### config.mk
export PLATFORM = sky130hd
export DESIGN_NAME = mc_controller
export DESIGN_NICKNAME = d
export VERILOG_FILES = /design/src/rtl/mc_controller_pkg.sv /design/src/rtl/mc_controller_alu_dec.sv /design/src/rtl/mc_controller.sv
export SDC_FILE = /design/constraint.sdc
export NUM_CORES = 1
export LEC_CHECK = 0
export CORE_MARGIN = 4
export CORE_UTILIZATION = 31
export CTS_CLUSTER_DIAMETER = 120
export DETAILED_ROUTE_END_ITERATION = 12
export PLACE_DENSITY = 0.78
export REMOVE_ABC_BUFFERS = 1
export SYNTH_ARGS = -nofsm -noshare
export SYNTH_HDL_FRONTEND = slang
export SYNTH_SLANG_ARGS = --single-unit
### constraint.sdc
create_clock -name clk_i -period 1.45 [get_ports clk_i]
set_input_delay 0.2175 -clock clk_i [delete_from_list [all_inputs] [get_ports clk_i]]
set_output_delay 0.2175 -clock clk_i [all_outputs]
set_load 0.01 [all_outputs]
### src/rtl/mc_controller_pkg.sv
// mc_controller_pkg: shared FSM state, opcode, funct, ALU-control and mux-select encodings for the multicycle controller, ALU and benches
package mc_controller_pkg;
  typedef enum logic [3:0] {
    S_FETCH, S_DECODE, S_MEMADR, S_MEMRD, S_MEMWB, S_MEMWR,
    S_EXECUTE, S_ALUWB, S_BRANCH, S_ADDIEXEC, S_ADDIWB, S_JUMP
  } state_t;
  localparam logic [5:0] OP_RTYPE = 6'b000000;
  localparam logic [5:0] OP_LW    = 6'b100011;
  localparam logic [5:0] OP_SW    = 6'b101011;
  localparam logic [5:0] OP_BEQ   = 6'b000100;
  localparam logic [5:0] OP_ADDI  = 6'b001000;
  localparam logic [5:0] OP_J     = 6'b000010;
  localparam logic [5:0] FN_ADD   = 6'b100000;
  localparam logic [5:0] FN_SUB   = 6'b100010;
  localparam logic [5:0] FN_AND   = 6'b100100;
  localparam logic [5:0] FN_OR    = 6'b100101;
  localparam logic [5:0] FN_SLT   = 6'b101010;
  localparam logic [2:0] ALU_AND  = 3'b000;
  localparam logic [2:0] ALU_OR   = 3'b001;
  localparam logic [2:0] ALU_ADD  = 3'b010;
  localparam logic [2:0] ALU_SUB  = 3'b110;
  localparam logic [2:0] ALU_SLT  = 3'b111;
  localparam logic [1:0] SRCB_REG   = 2'b00;
  localparam logic [1:0] SRCB_4     = 2'b01;
  localparam logic [1:0] SRCB_IMM   = 2'b10;
  localparam logic [1:0] SRCB_IMMSH = 2'b11;
  localparam logic [1:0] PC_ALU     = 2'b00;
  localparam logic [1:0] PC_ALUOUT  = 2'b01;
  localparam logic [1:0] PC_JUMP    = 2'b10;
endpackage

### src/rtl/mc_controller_alu_dec.sv
// alu_dec: R-type funct to ALU control decode; ports: funct in, alucont out (ADD on unknown), valid out
module alu_dec
  import mc_controller_pkg::*;
(
  input  logic [5:0] funct,
  output logic [2:0] alucont,
  output logic       valid
);
  assign alucont = funct == FN_ADD ? ALU_ADD :
                   funct == FN_SUB ? ALU_SUB :
                   funct == FN_AND ? ALU_AND :
                   funct == FN_OR  ? ALU_OR  :
                   funct == FN_SLT ? ALU_SLT : ALU_ADD;
  assign valid = funct inside {FN_ADD, FN_SUB, FN_AND, FN_OR, FN_SLT};
endmodule

### src/rtl/mc_controller.sv
// mc_controller: multicycle Moore control FSM; ports: clk_i, rst_i, op_i, funct_i, zero_i in; datapath enables, mux selects, alucont_o, pcen_o, illegal_o out
module mc_controller
  import mc_controller_pkg::*;
#(
  parameter bit ADDI_EN = 1'b1
) (
  input  logic       clk_i,
  input  logic       rst_i,
  input  logic [5:0] op_i,
  input  logic [5:0] funct_i,
  input  logic       zero_i,
  output logic       pcwrite_o,
  output logic       memwrite_o,
  output logic       irwrite_o,
  output logic       regwrite_o,
  output logic       alusrca_o,
  output logic       branch_o,
  output logic       iord_o,
  output logic       memtoreg_o,
  output logic       regdst_o,
  output logic       pcen_o,
  output logic       illegal_o,
  output logic [1:0] alusrcb_o,
  output logic [1:0] pcsrc_o,
  output logic [2:0] alucont_o
);
  state_t state, next, cur;
  logic [2:0] dec_alucont;
  logic dec_valid;
  alu_dec u_alu_dec (.funct(funct_i), .alucont(dec_alucont), .valid(dec_valid));
  always_ff @(posedge clk_i)
    state <= rst_i ? S_FETCH : next;
  // While reset is held the outputs are decoded as FETCH, with the write enables masked below.
  always_comb begin
    cur = rst_i ? S_FETCH : state;
    next = S_FETCH;
    {pcwrite_o, memwrite_o, irwrite_o, regwrite_o, alusrca_o, branch_o} = '0;
    {iord_o, memtoreg_o, regdst_o, illegal_o} = '0;
    alusrcb_o = SRCB_REG;
    pcsrc_o = PC_ALU;
    alucont_o = ALU_ADD;
    case (cur)
      S_FETCH: begin
        irwrite_o = 1'b1;
        pcwrite_o = 1'b1;
        alusrcb_o = SRCB_4;
        next = S_DECODE;
      end
      S_DECODE: begin
        alusrcb_o = SRCB_IMMSH;
        next = op_i == OP_LW || op_i == OP_SW ? S_MEMADR :
               op_i == OP_RTYPE ? S_EXECUTE :
               op_i == OP_BEQ ? S_BRANCH :
               op_i == OP_ADDI && ADDI_EN ? S_ADDIEXEC :
               op_i == OP_J ? S_JUMP : S_FETCH;
        illegal_o = next == S_FETCH;
      end
      S_MEMADR, S_ADDIEXEC: begin
        alusrca_o = 1'b1;
        alusrcb_o = SRCB_IMM;
        next = cur == S_ADDIEXEC ? S_ADDIWB : op_i == OP_SW ? S_MEMWR : S_MEMRD;
      end
      S_MEMRD: begin
        iord_o = 1'b1;
        next = S_MEMWB;
      end
      S_MEMWR: begin
        iord_o = 1'b1;
        memwrite_o = 1'b1;
      end
      S_MEMWB: begin
        regwrite_o = 1'b1;
        memtoreg_o = 1'b1;
      end
      S_EXECUTE: begin
        alusrca_o = 1'b1;
        alucont_o = dec_alucont;
        illegal_o = !dec_valid;
        next = S_ALUWB;
      end
      S_ALUWB: begin
        regwrite_o = 1'b1;
        regdst_o = 1'b1;
      end
      S_ADDIWB: regwrite_o = 1'b1;
      S_BRANCH: begin
        alusrca_o = 1'b1;
        alucont_o = ALU_SUB;
        branch_o = 1'b1;
        pcsrc_o = PC_ALUOUT;
      end
      S_JUMP: begin
        pcwrite_o = 1'b1;
        pcsrc_o = PC_JUMP;
      end
      default: next = S_FETCH;
    endcase
    if (rst_i) {pcwrite_o, irwrite_o} = '0;
    pcen_o = pcwrite_o | (branch_o & zero_i);
  end
endmodule

==> results.ini <==
[pwr]
ir_worst_vdd_uv=319
powerDensity_mw_per_mm2=404
p_leak_uw=0.000527

[synthesis]
yosysWarnings=0
avgSynthCellArea_um2=6.56
synth_top_area_share_pct=14.7
seq_area_frac_synth_pct=14.7
yosysTopAreaCell=dfxtp_1
ys_ff_latch=4
synthDistinctLibCells=33
synth_area_um2=544
synth_area_leaders=dfxtp_1, nor2_1, nor3_1
netlist_instances=83

[setup_path]
cp_slowest_stage_delay_ns=0.39
path_cells=or3_4 > a211oi_4 > a21o_1 > buf_2
ff2ff_path_depth=3
r2r-start=state[1]$_SDFF_PP0_
slowest_stage=or3_4
cp.arrival_ns=1.40
r2r_slack_ns=0.02
path_class=reg -> out
worst_setup_path_start_kind=flop
endpoint_kind=output pin
r2r_end=state[0]$_SDFF_PP0_
cp.required_ns=1.23
crit_path_max_fanout=4

[final_layout]
largest_reg_flops=4
seqCellArea_um2=87.6
drive_above_1_share_pct=59.4
fillers=113
regMostFlops=state
final_util_pct=75.2
fin_nets=155
multiInputGateArea_um2=583
n_antenna_cell=0
top_regs=state x4
area_growth_pct=118
design_area_mm2=0.00119

[worst_hold_path]
min_path_type=in -> reg
min_from=op_i[5]
hold_path_depth=4
hold_path_end=state[1]$_SDFF_PP0_

[route]
wire_per_inst_um=14.1
first_pass_iters=4
wl_mm=2.18
ant_nets=0
drc=0
via_per_inst=5.34
dr_total_vias=823
drtIter0Drc=15

[floorplan]
dieArea_mm2=0.00249
core_mm2=0.00158
die_w_um=49.9
num_rows=14
start_util_pct=34.5
die_y_um=49.9
ios=33

[sta]
holdWs_ns=0.453
clock_skew_ns=0.00168
final.period_utilization_pct=111
period_needed_ns=1.62
max_slew_margin_pct=83.7
worst_slew_pin_slew_ns=0.243
rsz0062_at_grt=true
hold_viol=0
drv_slew=0
worst_slack_ns=-0.166
setup-tns-final_ns=-0.847
maxClockFrequency_ghz=0.619
setup_viol=13

[placement]
dpl-instance-area_mm2=0.00102
gp_congestion=0.855
hpwlAfterDp_mm=1.59
io_buffer_count=32

[clocking]
ctsHoldBuffers=0
clock_sinks=4
cts_buffers=3
clk_path_buf_depth=2
cts_tree=yes
htree_levels=1
cts_root_buf=clkbuf_4
clk_pin_slew_ns=0.04
clock_latency_ns=0.23

[global_routing]
grt_usage_pct=18.2
grt_pass1_wl_mm=3.57
grt_remaining_overflow=0
grt_pass1_vias=804
grt_max_degree=8
antenna_found_initial=0

[run_status]
outcome=finished with violations
violations=negative setup slack

[run]
cap_violations=0

[layout by cell type, fill, tap and decap left out, types with 3 or more instances in the layout]
| cell type | synthesis | routed |
|---|---|---|
| buf_2 | 0 | 16 |
| nand2_1 | 6 | 5 |
| clkbuf_4 | 0 | 3 |
| nor3_1 | 7 | 3 |
| dlygate4sd2_1 | 0 | 6 |
| nor2_1 | 12 | 7 |
| buf_6 | 0 | 12 |
| nand2b_4 | 0 | 3 |
| nor2_2 | 0 | 3 |
| nor3_2 | 0 | 3 |
| dfxtp_2 | 0 | 3 |
| clkdlybuf4s50_1 | 0 | 5 |
| a21oi_1 | 4 | 3 |
| xnor2_1 | 3 | 3 |
| buf_4 | 1 | 18 |
[critical path, delay by kind of cell (launching register included)]
family	cells	cell delay, ns
flops	1	0.32
simple gates	1	0.39
buf+inv	1	0.12
compound gates	2	0.32
[worst max path at each step]
| stage | end | slack, ns | startpoint | depth (start not counted) |
|---|---|---|---|---|
| 6_report | pcen_o | -0.17 | state[3]$_SDFF_PP0_ | 4 |
| 2_1_floorplan | pcen_o | -0.14 | state[0]$_SDFF_PP0_ | 3 |
| 4_1_cts | pcen_o | -0.18 | state[3]$_SDFF_PP0_ | 4 |
| 5_1_grt | pcen_o | -0.20 | state[3]$_SDFF_PP0_ | 4 |
| 3_5_place_dp | illegal_o | -0.71 | op_i[5] | 6 |
| 3_3_place_gp | illegal_o | -0.69 | op_i[5] | 6 |
[through the flow]
step	worst slack, ns	power (uW)	cells
2_1_floorplan	-0.138	183	77
3_3_place_gp	-0.687	302	147
3_5_place_dp	-0.705	307	147
4_1_cts	-0.183	449	152
5_1_grt	-0.202	513	154
6_report	-0.166	480	154
[cell families after synthesis]
| logic type | Yosys count | synth area share [%] |
|---|---|---|
| AOI/OAI and AO/OA | 18 | 23.0 |
| xor gates and xnor gates | 4 | 6.44 |
| muxes | 1 | 1.84 |
| buffers and inverters | 8 | 6.21 |
| DFF | 4 | 14.7 |
| and+or+nand+nor | 48 | 47.8 |
[metal layers]
layer	vias up	global-route usage, %	share of wire (%)
met4	0	4.61	1.4
met3	6	6.02	7.2
met5	-	0	0
met1	376	16.7	36
li1	409	-	-
met2	32	37.2	55
[power breakdown]
group	switching [uW]	internal [uW]	total, uW
Clock	43.5	92.4	136
Combinational	101	126	227
Sequential	3.42	113	116
Total	148	332	480
[area by class of cell]
class                   instances  area share (%)
flip-flops and latches          4            7.38
repair buffers                 58            39.2
inverters                       2           0.633
well taps                      16            1.69
multi-input cells              71            49.2
clock buffers                   3            1.90
[Yosys cell counts, drive strengths merged]
| library cell | n |
|---|---|
| or3 | 3 |
| a2111oi | 1 |
| o31ai | 1 |
| nor3b | 1 |
| buf | 1 |
| nand3 | 4 |
| nor2b | 3 |
| mux2i | 1 |
| a22o | 1 |
| xnor2 | 3 |
| a21o | 1 |
| and2 | 1 |
| nand4 | 1 |
| inv | 2 |
| a21oi | 4 |
| and4 | 1 |
| xor2 | 1 |
| a32oi | 1 |
| nand2b | 4 |
| o211ai | 1 |
| nand3b | 2 |
| nand2 | 6 |
| o21a | 2 |
| nor3 | 7 |
| o21ai | 4 |
| or4 | 2 |
| or2 | 1 |
| clkbuf | 5 |
| a211oi | 2 |
| dfxtp | 4 |
| nor2 | 12 |
[what timing repair did]
action,in CTS,in global routing
buffers inserted,4,2
endpoints found under the setup margin,20,19
pin swaps,12,6
resized for setup,112,26
No activity file was read; power rests on OpenSTA's default activity.
